File: config.mk
export PLATFORM = sky130hd
export DESIGN_NAME = mips_multicycle_control_flat
export DESIGN_NICKNAME = d
export VERILOG_FILES = /design/src/rtl/mips_multicycle_control_if.sv /design/src/rtl/mips_multicycle_control.sv /design/src/flat_wrapper.sv
export SDC_FILE = /design/constraint.sdc
export NUM_CORES = 1
export LEC_CHECK = 0
export BUFFER_PORTS_ARGS = -buffer_cell sky130_fd_sc_hd__buf_4
export CAP_MARGIN = 40
export CORE_ASPECT_RATIO = 1.25
export CORE_MARGIN = 2
export CORE_UTILIZATION = 35
export CTS_BUF_LIST = sky130_fd_sc_hd__clkbuf_4 sky130_fd_sc_hd__clkbuf_8
export DETAILED_ROUTE_END_ITERATION = 6
export SLEW_MARGIN = 20
export SYNTH_ARGS = -nofsm -noshare
export SYNTH_HDL_FRONTEND = slang
export SYNTH_SLANG_ARGS = --single-unit
File: constraint.sdc
create_clock -name clk -period 3.7 [get_ports clk]
set_input_delay 1.11 -clock clk [delete_from_list [all_inputs] [get_ports clk]]
set_output_delay 1.11 -clock clk [all_outputs]
set_load 0.03 [all_outputs]
File: src/rtl/mips_multicycle_control_if.sv
// Control bundle between the multicycle MIPS controller and its datapath.
// The controller side (master) consumes instruction fields and status and
// drives every mux select, write enable and the debug state code.
interface mips_multicycle_control_if;
  logic [5:0] Op;
  logic [5:0] Funct;
  logic       Zero;
  logic       mem_ready;
  logic       IorD;
  logic       IRWrite;
  logic       MemWrite;
  logic       RegWrite;
  logic       RegDst;
  logic       MemtoReg;
  logic       ALUSrcA;
  logic       PCEn;
  logic [1:0] ALUSrcB;
  logic [1:0] PCSrc;
  logic [2:0] ALUControl;
  logic       ExtOp;
  logic       illegal_op;
  logic [3:0] state;

  modport master (
    input  Op, Funct, Zero, mem_ready,
    output IorD, IRWrite, MemWrite, RegWrite, RegDst, MemtoReg, ALUSrcA,
           PCEn, ALUSrcB, PCSrc, ALUControl, ExtOp, illegal_op, state
  );

  modport slave (
    output Op, Funct, Zero, mem_ready,
    input  IorD, IRWrite, MemWrite, RegWrite, RegDst, MemtoReg, ALUSrcA,
           PCEn, ALUSrcB, PCSrc, ALUControl, ExtOp, illegal_op, state
  );
endinterface

File: src/rtl/mips_multicycle_control.sv
// Moore main controller for the multicycle MIPS datapath. One state
// register; all controls are decoded combinationally from the state plus
// the instruction fields, Zero (PCEn only) and the memory handshake.
module mips_multicycle_control (
  input  logic clk,
  input  logic rst_n,
  mips_multicycle_control_if.master ctrl
);

  typedef enum logic [3:0] {
    S_FETCH   = 4'd0,
    S_DECODE  = 4'd1,
    S_MEMADR  = 4'd2,
    S_MEMRD   = 4'd3,
    S_MEMWB   = 4'd4,
    S_MEMWR   = 4'd5,
    S_EXECUTE = 4'd6,
    S_ALUWB   = 4'd7,
    S_BRANCH  = 4'd8,
    S_IEXEC   = 4'd9,
    S_IWB     = 4'd10,
    S_JUMP    = 4'd11
  } state_t;

  localparam logic [5:0] OP_RTYPE = 6'b000000;
  localparam logic [5:0] OP_LW    = 6'b100011;
  localparam logic [5:0] OP_SW    = 6'b101011;
  localparam logic [5:0] OP_BEQ   = 6'b000100;
  localparam logic [5:0] OP_ADDI  = 6'b001000;
  localparam logic [5:0] OP_ANDI  = 6'b001100;
  localparam logic [5:0] OP_ORI   = 6'b001101;
  localparam logic [5:0] OP_J     = 6'b000010;

  localparam logic [2:0] ALU_ADD = 3'b010;
  localparam logic [2:0] ALU_SUB = 3'b110;
  localparam logic [2:0] ALU_AND = 3'b000;
  localparam logic [2:0] ALU_OR  = 3'b001;
  localparam logic [2:0] ALU_SLT = 3'b111;

  state_t     state_reg, state_next;
  logic [2:0] funct_alu, imm_alu;
  logic       funct_ok;
  logic       iord, irwrite, memwrite, regwrite, regdst, memtoreg, alusrca;
  logic       pcwrite, branch, extop, illegal;
  logic [1:0] alusrcb, pcsrc;
  logic [2:0] alucontrol;

  // State register; reset aborts whatever instruction is in flight.
  always_ff @(posedge clk or negedge rst_n) begin
    if (!rst_n) state_reg <= S_FETCH;
    else        state_reg <= state_next;
  end

  // R-type function decode and I-type ALU operation selection.
  always_comb begin
    funct_alu = ALU_ADD;
    funct_ok  = 1'b1;
    case (ctrl.Funct)
      6'b100000: funct_alu = ALU_ADD;
      6'b100010: funct_alu = ALU_SUB;
      6'b100100: funct_alu = ALU_AND;
      6'b100101: funct_alu = ALU_OR;
      6'b101010: funct_alu = ALU_SLT;
      default:   funct_ok  = 1'b0;
    endcase
    imm_alu = ALU_ADD;
    case (ctrl.Op)
      OP_ANDI: imm_alu = ALU_AND;
      OP_ORI:  imm_alu = ALU_OR;
      default: imm_alu = ALU_ADD;
    endcase
  end

  // Next-state and per-state control outputs; everything idles at 0
  // except ExtOp, which defaults to sign-extension.
  always_comb begin
    state_next = S_FETCH;
    iord       = 1'b0;
    irwrite    = 1'b0;
    memwrite   = 1'b0;
    regwrite   = 1'b0;
    regdst     = 1'b0;
    memtoreg   = 1'b0;
    alusrca    = 1'b0;
    pcwrite    = 1'b0;
    branch     = 1'b0;
    extop      = 1'b1;
    illegal    = 1'b0;
    alusrcb    = 2'b00;
    pcsrc      = 2'b00;
    alucontrol = 3'b000;
    case (state_reg)
      S_FETCH: begin
        alusrcb    = 2'b01;
        alucontrol = ALU_ADD;
        irwrite    = ctrl.mem_ready;
        pcwrite    = ctrl.mem_ready;
        state_next = ctrl.mem_ready ? S_DECODE : S_FETCH;
      end
      S_DECODE: begin
        alusrcb    = 2'b11;
        alucontrol = ALU_ADD;
        case (ctrl.Op)
          OP_LW, OP_SW:             state_next = S_MEMADR;
          OP_RTYPE: begin
            state_next = S_EXECUTE;
            illegal    = !funct_ok;
          end
          OP_BEQ:                   state_next = S_BRANCH;
          OP_ADDI, OP_ANDI, OP_ORI: state_next = S_IEXEC;
          OP_J:                     state_next = S_JUMP;
          default: begin
            state_next = S_FETCH;
            illegal    = 1'b1;
          end
        endcase
      end
      S_MEMADR: begin
        alusrca    = 1'b1;
        alusrcb    = 2'b10;
        alucontrol = ALU_ADD;
        state_next = (ctrl.Op == OP_LW) ? S_MEMRD : S_MEMWR;
      end
      S_MEMRD: begin
        iord       = 1'b1;
        state_next = ctrl.mem_ready ? S_MEMWB : S_MEMRD;
      end
      S_MEMWB: begin
        memtoreg = 1'b1;
        regwrite = 1'b1;
      end
      S_MEMWR: begin
        iord       = 1'b1;
        memwrite   = 1'b1;
        state_next = ctrl.mem_ready ? S_FETCH : S_MEMWR;
      end
      S_EXECUTE: begin
        alusrca    = 1'b1;
        alucontrol = funct_alu;
        state_next = S_ALUWB;
      end
      S_ALUWB: begin
        regdst   = 1'b1;
        regwrite = 1'b1;
      end
      S_BRANCH: begin
        alusrca    = 1'b1;
        alucontrol = ALU_SUB;
        pcsrc      = 2'b01;
        branch     = 1'b1;
      end
      S_IEXEC: begin
        alusrca    = 1'b1;
        alusrcb    = 2'b10;
        alucontrol = imm_alu;
        extop      = (ctrl.Op == OP_ADDI);
        state_next = S_IWB;
      end
      S_IWB: begin
        regwrite   = 1'b1;
        alucontrol = imm_alu;
        extop      = (ctrl.Op == OP_ADDI);
      end
      S_JUMP: begin
        pcsrc   = 2'b10;
        pcwrite = 1'b1;
      end
      default: state_next = S_FETCH;
    endcase
  end

  // Write enables are gated by reset so none can rise while rst_n is low.
  assign ctrl.IorD       = iord;
  assign ctrl.IRWrite    = irwrite & rst_n;
  assign ctrl.MemWrite   = memwrite & rst_n;
  assign ctrl.RegWrite   = regwrite & rst_n;
  assign ctrl.RegDst     = regdst;
  assign ctrl.MemtoReg   = memtoreg;
  assign ctrl.ALUSrcA    = alusrca;
  assign ctrl.PCEn       = (pcwrite | (branch & ctrl.Zero)) & rst_n;
  assign ctrl.ALUSrcB    = alusrcb;
  assign ctrl.PCSrc      = pcsrc;
  assign ctrl.ALUControl = alucontrol;
  assign ctrl.ExtOp      = extop;
  assign ctrl.illegal_op = illegal & rst_n;
  assign ctrl.state      = state_reg;

endmodule

File: src/flat_wrapper.sv
// flat-port wrapper written by rule: the top's interface ports become plain ports
module mips_multicycle_control_flat 
  (clk, rst_n, ctrl_Op, ctrl_Funct, ctrl_Zero, ctrl_mem_ready, ctrl_IorD, ctrl_IRWrite, ctrl_MemWrite, ctrl_RegWrite, ctrl_RegDst, ctrl_MemtoReg, ctrl_ALUSrcA, ctrl_PCEn, ctrl_ALUSrcB, ctrl_PCSrc, ctrl_ALUControl, ctrl_ExtOp, ctrl_illegal_op, ctrl_state);
  mips_multicycle_control_if ctrl_i ();
  input  logic clk;
  input  logic rst_n;
  input wire logic [$bits(ctrl_i.Op)-1:0] ctrl_Op;
  input wire logic [$bits(ctrl_i.Funct)-1:0] ctrl_Funct;
  input wire logic [$bits(ctrl_i.Zero)-1:0] ctrl_Zero;
  input wire logic [$bits(ctrl_i.mem_ready)-1:0] ctrl_mem_ready;
  output wire logic [$bits(ctrl_i.IorD)-1:0] ctrl_IorD;
  output wire logic [$bits(ctrl_i.IRWrite)-1:0] ctrl_IRWrite;
  output wire logic [$bits(ctrl_i.MemWrite)-1:0] ctrl_MemWrite;
  output wire logic [$bits(ctrl_i.RegWrite)-1:0] ctrl_RegWrite;
  output wire logic [$bits(ctrl_i.RegDst)-1:0] ctrl_RegDst;
  output wire logic [$bits(ctrl_i.MemtoReg)-1:0] ctrl_MemtoReg;
  output wire logic [$bits(ctrl_i.ALUSrcA)-1:0] ctrl_ALUSrcA;
  output wire logic [$bits(ctrl_i.PCEn)-1:0] ctrl_PCEn;
  output wire logic [$bits(ctrl_i.ALUSrcB)-1:0] ctrl_ALUSrcB;
  output wire logic [$bits(ctrl_i.PCSrc)-1:0] ctrl_PCSrc;
  output wire logic [$bits(ctrl_i.ALUControl)-1:0] ctrl_ALUControl;
  output wire logic [$bits(ctrl_i.ExtOp)-1:0] ctrl_ExtOp;
  output wire logic [$bits(ctrl_i.illegal_op)-1:0] ctrl_illegal_op;
  output wire logic [$bits(ctrl_i.state)-1:0] ctrl_state;
  assign ctrl_i.Op = ctrl_Op;
  assign ctrl_i.Funct = ctrl_Funct;
  assign ctrl_i.Zero = ctrl_Zero;
  assign ctrl_i.mem_ready = ctrl_mem_ready;
  assign ctrl_IorD = ctrl_i.IorD;
  assign ctrl_IRWrite = ctrl_i.IRWrite;
  assign ctrl_MemWrite = ctrl_i.MemWrite;
  assign ctrl_RegWrite = ctrl_i.RegWrite;
  assign ctrl_RegDst = ctrl_i.RegDst;
  assign ctrl_MemtoReg = ctrl_i.MemtoReg;
  assign ctrl_ALUSrcA = ctrl_i.ALUSrcA;
  assign ctrl_PCEn = ctrl_i.PCEn;
  assign ctrl_ALUSrcB = ctrl_i.ALUSrcB;
  assign ctrl_PCSrc = ctrl_i.PCSrc;
  assign ctrl_ALUControl = ctrl_i.ALUControl;
  assign ctrl_ExtOp = ctrl_i.ExtOp;
  assign ctrl_illegal_op = ctrl_i.illegal_op;
  assign ctrl_state = ctrl_i.state;
  mips_multicycle_control u_core (.clk(clk), .rst_n(rst_n), .ctrl(ctrl_i));
endmodule
# After elaboration in Yosys (flattened, before gate mapping)
# Cells that the tools add are included.
# op_classes
n_eq_ne	23
mux	24
n_bitwise	7
n_reduce_logical	13
# ops
operator	count
6-bit == test (second input constant)	7
4-bit case mux with 7 select lines	1
3-bit case mux with 4 select lines	2
4-bit case mux with 5 select lines	1
6-bit by 4-bit == test with 1-bit output (second input constant)	3
4-bit by 3-bit == test with 1-bit output (second input constant)	4
4-bit == test (second input constant)	4
1-bit 2-to-1 mux	12
3-bit 2-to-1 mux	3
3-bit OR reduction	3
4-bit by 2-bit == test with 1-bit output (second input constant)	2
2-bit case mux with 2 select lines	2
2-bit OR reduction	4
7-bit OR reduction	1
1-bit bitwise AND	6
6-bit by 2-bit == test with 1-bit output (second input constant)	1
6-bit by 3-bit == test with 1-bit output (second input constant)	1
6-bit zero test	1
2-bit case mux with 3 select lines	1
5-bit OR reduction	1
4-bit by 1-bit == test with 1-bit output (second input constant)	1
4-bit zero test	1
1-bit case mux with 2 select lines	2
4-bit OR reduction	1
2 further kinds	2
# word_totals
regBits	4
out_inout_bits	21
wordCells	68

# Logic depth before layout (Yosys ltp)
# Gate-level depths: netlist of run 1.
# depth
depth_word	7
depth_mapped	6
mapped_depth_nobuf	4

# Least setup slack after synthesis of run 1
# OpenSTA, ideal clock, no wires.
# synth_path
kind	input -> output
start	input ctrl_Op[2]
end	output ctrl_illegal_op
arrival_ps	2277
t_required_ps	2590
path_slack_ps	313
stages	5
n_path_buf	1
cell_sequence	buf_12 -> o21bai_1 -> a21oi_1 -> o21a_1 -> nor3_1
# synth_between
elab_chain_cells	5
word_cells_on_any_way	12
classes_between	7 x eq/ne; 2 x mux; 1 x bitwise; 2 x reduce/logical
# synth_rtl
element	line	rtl
from (decl)	flat_wrapper.sv:7	input wire logic [$bits(ctrl_i.Op)-1:0] ctrl_Op;
6-bit == test, or another cell as far along	mips_multicycle_control.sv:103	case (ctrl.Op)
7-bit OR reduction (no line)	--	
1-bit case mux with 2 select lines *	mips_multicycle_control.sv:103	
1-bit 2-to-1 mux *	mips_multicycle_control.sv:92	case (state_reg)
1-bit bitwise AND *	mips_multicycle_control.sv:185	assign ctrl.illegal_op = illegal & rst_n;
to (decl)	flat_wrapper.sv:23	output wire logic [$bits(ctrl_i.illegal_op)-1:0] ctrl_illegal_op;
# Mark *: on every way between the ends. The rest lies on a longest branch, timed or not.

# Final worst setup path of run 1
# layout_path
start	input ctrl_Op[0]
end	output ctrl_illegal_op
# Same word-level chain as after synthesis.

==> results.txt, run 1 <==
Post-CTS timing repair inserted 0 buffers for setup. Timing would allow up to 287 MHz. The clock network latency to the later pin of the worst-skew pair came out at 230 ps. The worst relative slew slack is 0.658. TritonCTS built the clock tree. 0 antenna diodes ended up in the layout. The finished cells cover 997 um^2. The synthesis-to-layout area growth is 42.6%. The share of the clock period used by the worst path works out to 0.941. Total leakage power: 0.000447 uW. The critical path contains buffers and inverters numbering 2 combined.

On the worst path, the slowest cell contributes a delay of 380 ps. The run gives 798 as the number of global-route vias before repair. The register area was 100 um^2; the peak fanout along the critical path was 7. The logs give 0.262 mV for the maximum vdd drop and 0 for the max-capacitance violation count. The hold violation total from the final report came out at 0. The run gives 0 as the DRC violation count after routing. The largest individual stage delay along the critical path comes from the cell sky130_fd_sc_hd__or3_1. The endpoint arrival time on the critical path was 2370 ps; the global-route usage over all layers was 0.183. Length of routed met2 wiring: 1070 um. In this run the count of I/O pins placed on the die edge is 37. The logs give 860 um for the routed metal-1 wirelength and 4 for the detailed-routing iteration count for the pre-antenna-repair pass. The number of antenna violations at the first check in global routing was 0; the part of the Yosys area used for sequential elements was 0.143. The power per standard cell area is 490 nW/um^2, and the number of flip-flops under the largest register name is 4. Number of vias after detailed routing: 867.

For the length of routed met3 wiring, the log shows 111 um. The path class of the tightest hold or removal check is primary input to asynchronous set/reset pin. Via density per instance: 5.63. The highest layer touched by signal routing is met3.

The proportion of layout cells with a drive suffix above 1 was 0.366. The tools report the routability congestion estimate from global placement as 0.762. Clock tree synthesis selected as its root buffer the cell sky130_fd_sc_hd__clkbuf_4. In this run, post-CTS repair resized a total of 0 instances.

The run gives 0.361 as the effective utilization at floorplan. The run gives 1 as the total number of H-tree levels. On the final layout, the worst clock skew is 2.12 ps.

In this run the remaining antenna-violating nets after routing total 0. Total core area: 1940 um^2. Setup total negative slack on the finished layout was measured at 0 ps.

The tools report the number of setup violations in the final report as 0. The die is 44.0 um wide. The fraction of registers with async set or reset after synthesis is 1.00, and the layout filler cell count is 217. After detailed placement, the total cell area comes to 975 um^2. The synthesized netlist contains 42 unique library cells. For the area of the die, the log shows 2370 um^2. The first global-routing pass estimated 3400 um of wire. Utilization after layout: 0.515. The synthesized instance count is 98, and the clock input transition at the sequential cells of the worst setup and hold paths is 40 ps. Dividing the synthesized area by the synthesized cell count gives 7.14 um^2. During placement, the flow inserted port buffers numbering 36. Cell family contributing the most delay on the critical path: simple AND/OR/NAND/NOR gates. After floorplanning, the core was divided into 18 placement rows.

For this design, the sink count on the clock tree is 4. Setup repair after global routing left no endpoint under its margin. Synthesis produced a netlist with a net count of 114.

The most used flip-flop cell after synthesis is sky130_fd_sc_hd__dfrtp_1. Subtracting the final worst setup slack from the clock period gives 3480 ps. After the last flow step, the layout net total stands at 152. The cell area that synthesis handed to floorplanning was 699 um^2. The flow ran to the end, and the final reports show no timing, DRC or antenna violations. The run gives 685 ps as the worst hold slack after final layout.

The detailed router finished its first iteration with 15 violations. The run gives 0 as the remaining global-route overflow. In the layout the commonest cells are 40 x sky130_fd_sc_hd__buf_4, 11 x sky130_fd_sc_hd__nor2_1, 7 x sky130_fd_sc_hd__nor3_1.

STA classifies the critical path startpoint as a primary input. No sink is reached through more buffers than the 2 on the longest clock path. For the pin with the worst max-slew slack, the measured transition is 512 ps. For the combined area of the multi-input logic cells, the log shows 531 um^2. The worst setup path is of the primary input to primary output kind. Hold repair after CTS inserted 0 buffers.

Clock tree synthesis inserted a total of 3 buffers. In this run the worst setup path begins at ctrl_Op[0]. Counting stages on the worst path, the most repeated cell is sky130_fd_sc_hd__buf_4. The max-slew violation count was 0.

After layout, the worst setup slack is 217 ps. For the worst setup path, the data required time is 2590 ps. In this run the critical register-to-register path is launched from u_core.ctrl.state[2]$_DFF_PN0_. Once detailed placement completed, the half-perimeter wirelength came to 1580 um. Dividing the detail-routed wire length by the instance count gives 13.2 um.

STA classifies the critical path endpoint as a primary output. The register bit count reported by yosys is 4. Leaving out fill and tap cells, the most frequent cell in the layout is sky130_fd_sc_hd__buf_4. The pin count of the biggest net entering global routing is 20, and the vertical die dimension is 54.0 um. Wires add up to 2040 um. The count of synthesis-stage warnings from yosys is 0. At the placement stage, the worst setup path has a slack of 197 ps. Traced cell by cell, the critical path runs through buf_4, or3_1, nor4_1, o2111a_1, nor3_1, buf_4. Number of enable flip-flop cells after synthesis: 0.
[power by group]
part	switching [uW]	total, uW	internal, uW
Sequential	21.5	76.3	54.8
Clock	16.5	52.7	36.2
Combinational	215	359	145
Total	253	488	236
[cells by family (layout without fill, tap and decap cells)]
kind of cell	count (synthesis)	after routing	share of synthesized area
XOR/XNOR	1	1	0.0125
AO/OA/AOI/OAI	27	27	0.281
multiplexers	6	6	0.0894
flip-flops	4	4	0.143
AND/OR/NAND/NOR	48	48	0.376
buffers and inverters	12	48	0.0984
[metal layers]
metal  global-route usage  vias to the layer above
met1                0.220                      399
met4               0.0303                        0
met2                0.343                       29
li1                     -                      439
met3               0.0302                        0
met5                    0                        -
[Yosys cell counts (all sizes together) (3+ instances only)]
cell / instances / area share
nand3: 5 / 0.043
or3: 3 / 0.027
nor2b: 3 / 0.027
inv: 5 / 0.027
mux2i: 4 / 0.057
nor2: 11 / 0.059
a21oi: 6 / 0.043
nor4: 3 / 0.027
buf: 5 / 0.061
nand2: 5 / 0.027
dfrtp: 4 / 0.14
nand2b: 4 / 0.036
o21ai: 3 / 0.021
nor3: 7 / 0.050
[through the flow]
step	total power, uW	std cells
finish	488	154
global route	527	154
CTS	495	154
detailed placement	439	151
global placement	438	151
floorplan	317	98
[worst paths after layout]
| path | slack, ps | depth (start not counted) | to |
|---|---|---|---|
| worst max-delay path | 220 | 6 | ctrl_illegal_op |
| worst min-delay path | 690 | 1 | u_core.ctrl.state[2]$_DFF_PN0_ |
| worst max register to register | 2040 | 4 | u_core.ctrl.state[2]$_DFF_PN0_ |
| worst min register to register | 700 | 3 | u_core.ctrl.state[3]$_DFF_PN0_ |
| max in group asynchronous | 2890 | 1 | u_core.ctrl.state[0]$_DFF_PN0_ |
| min in group clk | 700 | 3 | u_core.ctrl.state[3]$_DFF_PN0_ |
[layout make-up]
type / instances / share of cell area
Sequential cell: 4 / 0.100
Multi-Input combinational cell: 82 / 0.532
Inverter: 5 / 0.0188
Tap cell: 20 / 0.0251
Clock buffer: 3 / 0.0226
Timing Repair Buffer: 40 / 0.301
No activity file was read; power rests on OpenSTA's default activity.
==> inputs of run 2 (changes only) <==
--- a/config.mk
+++ b/config.mk
@@ -7,11 +7,14 @@
 export LEC_CHECK = 0
 export BUFFER_PORTS_ARGS = -buffer_cell sky130_fd_sc_hd__buf_4
 export CAP_MARGIN = 40
+export CELL_PAD_IN_SITES_DETAIL_PLACEMENT = 0
+export CELL_PAD_IN_SITES_GLOBAL_PLACEMENT = 1
 export CORE_ASPECT_RATIO = 1.25
 export CORE_MARGIN = 2
-export CORE_UTILIZATION = 35
+export CORE_UTILIZATION = 33
 export CTS_BUF_LIST = sky130_fd_sc_hd__clkbuf_4 sky130_fd_sc_hd__clkbuf_8
 export DETAILED_ROUTE_END_ITERATION = 6
+export PLACE_DENSITY_LB_ADDON = 0.1
 export SLEW_MARGIN = 20
 export SYNTH_ARGS = -nofsm -noshare
 export SYNTH_HDL_FRONTEND = slang
==> run 2 against run 1 <==
Effect of this change:
- flip-flop and latch count is the same
- power is essentially flat
- clock skew grew 2.6 ps
- sequential power grew 20%
- fmax shrank 0.94%
- final cell count is the same
- combinational power shrank 5%
- sequential share of layout area is the same
- clock-buffer cell count is the same
- highest routed layer unchanged
==> results.txt, run 2 (synthesized netlist as in run 1, its figures left out) <==
The tools report the remaining global-route overflow as 0 (unchanged). The final clock skew was 4.69 ps (+2.57 ps); the die boundary width was 45.2 um (+2.7%). Worst hold path class: register to register. The logic depth of the worst register-to-register path is 4 (unchanged), and the transition time at the pin with the least slew margin is 469 ps (-43.3 ps). The worst setup path is of the primary input to primary output kind. Worst relative slew slack: 0.687 (+0.0289). The clock tree root buffer cell is sky130_fd_sc_hd__clkbuf_4.

The maximum vdd drop was 0.218 mV (-17%); the peak fanout along the critical path was 7 (unchanged). The total inserted antenna cells is 0 (unchanged). The tools report the wire length of the first global-routing pass as 3530 um (+3.9%). The final critical delay including setup and external delays came out at 3520 ps (+33.1 ps).

The worst hold path terminates at u_core.ctrl.state[2]$_DFF_PN0_. The number of flip-flops under the largest register name works out to 4 (unchanged). The startpoint of the most critical register-to-register path is u_core.ctrl.state[2]$_DFF_PN0_.

The logs give 18 (unchanged) for the placement row count and 2410 ps (+40 ps) for the endpoint arrival time on the critical path. The number of buffers on the longest clock path came out at 2 (unchanged). The required time reported for the critical path endpoint is 2590 ps (about the same), and the critical path's largest stage delay is 390 ps (about the same). The total leakage power came out at 0.000447 uW (about the same). On the critical path, the stage with the largest delay is an instance of sky130_fd_sc_hd__or3_1. The number of nets in the layout came out at 152 (unchanged). The share of the clock period used by the worst path came out at 0.950 (+0.00895). Clock sink total: 4 (unchanged).

The tools report the number of vias after detailed routing as 858 (-1.0%). The tools report the top-level port count as 37 (unchanged). The setup slack of the worst register-to-register path was 2000 ps (-40 ps); the achievable frequency was 284 MHz (-0.94%).

The tools report the total number of H-tree levels as 1 (unchanged). The hold violation total from the final report was 0 (unchanged); the synthesis-to-layout area growth was 42.6% (unchanged). The run gives 0 (unchanged) as the number of cells upsized or downsized after cts. The flow ran to the end, and the final reports show no timing, DRC or antenna violations. In the layout the commonest cells are 40 x sky130_fd_sc_hd__buf_4, 11 x sky130_fd_sc_hd__nor2_1, 7 x sky130_fd_sc_hd__nor3_1.

The number of CTS-inserted buffers was 3 (unchanged); the half-perimeter wire length after placement was 1610 um (+1.8%). The run gives 0 (unchanged) as the number of setup violations in the final report. The endpoint identified for the worst register-to-register timing path is u_core.ctrl.state[2]$_DFF_PN0_. Clock input transition at the sequential cells of the worst setup and hold paths: 40 ps (about the same).

The type of origin of the critical path was a primary input. The proportion of layout cells with a drive suffix above 1 is 0.366 (unchanged). The worst setup path is captured at a primary output. For the max-capacitance violation count, the log shows 0 (unchanged).

Walking the worst path, the cells encountered are buf_4, or3_1, nor4_1, o2111a_1, nor3_1, buf_4. For the total wire length, the log shows 2090 um (+2.4%). The number of buffers inserted by hold repair at cts is 0 (unchanged). The run gives 0 (unchanged) as the residual antenna-violating net count after detailed routing. The power per standard cell area was 489 nW/um^2 (about the same).

Leaving out fill and tap cells, the most frequent cell in the layout is sky130_fd_sc_hd__buf_4. TritonCTS built the clock tree. The number of cells traversed by the worst hold path was 2. The routability congestion estimate from global placement was 0.768 (+0.80%). The effective utilization at floorplan was 0.353 (-0.00821); the pin count of the biggest net entering global routing was 20 (unchanged).

The number of buffers added on ports is 36 (unchanged), and the vertical die dimension is 55.5 um (+2.8%). The via density per instance was 5.57 (-1.0%); the worst hold slack after final layout was 616 ps (-69.6 ps). The number of global-route vias before repair was 784 (-1.8%); the detailed-routing iteration count for the pre-antenna-repair pass was 4 (unchanged). In this run the most critical hold path is launched from u_core.ctrl.state[3]$_DFF_PN0_. The routed wire length per instance is 13.6 um (+2.4%), and the area of the die is 2510 um^2 (+5.5%). The number of antenna violations at the first check in global routing was 0 (unchanged). Setup repair after global routing left no endpoint under its margin. The logs give 215 (-0.92%) for the layout filler cell count and 0 ps (unchanged) for the sum of negative setup slack.

The tools report the clock network latency to the later pin of the worst-skew pair as 230 ps (about the same). The max-slew violation count is 0 (unchanged). The dominant cell type by count on the critical path was sky130_fd_sc_hd__buf_4. The logs give 0 (unchanged) for the DRC violation count after routing and 0.179 (-0.00468) for the global-route usage over all layers.

The tools report the initial detailed-routing violation count as 19 (+4). The logs give 1980 um^2 (+2.3%) for the total core area and 0 (unchanged) for the number of setup buffers added after CTS.
[run 2: layout make-up]
cell class / instances / area [um^2] / share of cell area
inverter: 5 / 18.8 / 0.0188
timing repair buffer: 40 / 300 / 0.301
multi-input combinational: 82 / 531 / 0.532
sequential: 4 / 100 / 0.100
clock buffer: 3 / 22.5 / 0.0226
tap: 20 / 25.0 / 0.0251
[run 2: report_power, final]
| part | switching [uW] | internal [uW] | total, uW |
|---|---|---|---|
| combinational | 202 | 139 | 342 |
| clock | 18.2 | 36.3 | 54.6 |
| sequential | 37.4 | 54.5 | 91.9 |
[run 2: how the worst max path moves through the flow]
stage          startpoint              end  cells past startpoint  slack, ps
2_1_floorplan  ctrl_Op[2]  ctrl_illegal_op                      5        310
3_3_place_gp   ctrl_Op[0]  ctrl_illegal_op                      6        230
3_5_place_dp   ctrl_Op[0]  ctrl_illegal_op                      6        180
4_1_cts        ctrl_Op[0]  ctrl_illegal_op                      6        180
5_1_grt        ctrl_Op[0]  ctrl_illegal_op                      6         70
6_report       ctrl_Op[0]  ctrl_illegal_op                      6        180
[run 2: layer usage]
metal,global-route usage,part of all wire,vias up
li1,-,-,439
met1,0.236,0.43,399
met2,0.290,0.53,20
met3,0.0294,0.038,0
met4,0.0504,0,0
met5,0,0,-
[run 2: through the flow]
stage	setup slack, ps	power, uW	utilization	cells	area [um^2]
finish	184	488	0.503	154	997
global route	73.0	525	0.503	154	997
CTS	177	494	0.503	154	997
detailed placement	180	437	0.492	151	975
global placement	231	433	0.492	151	975
floorplan	313	317	-	98	699
[run 2: worst max-delay path, delay by kind of cell]
| family | cells | cell delay (ps) |
|---|---|---|
| simple gates | 3 | 750 |
| compound gates | 1 | 250 |
| buf+inv | 2 | 310 |
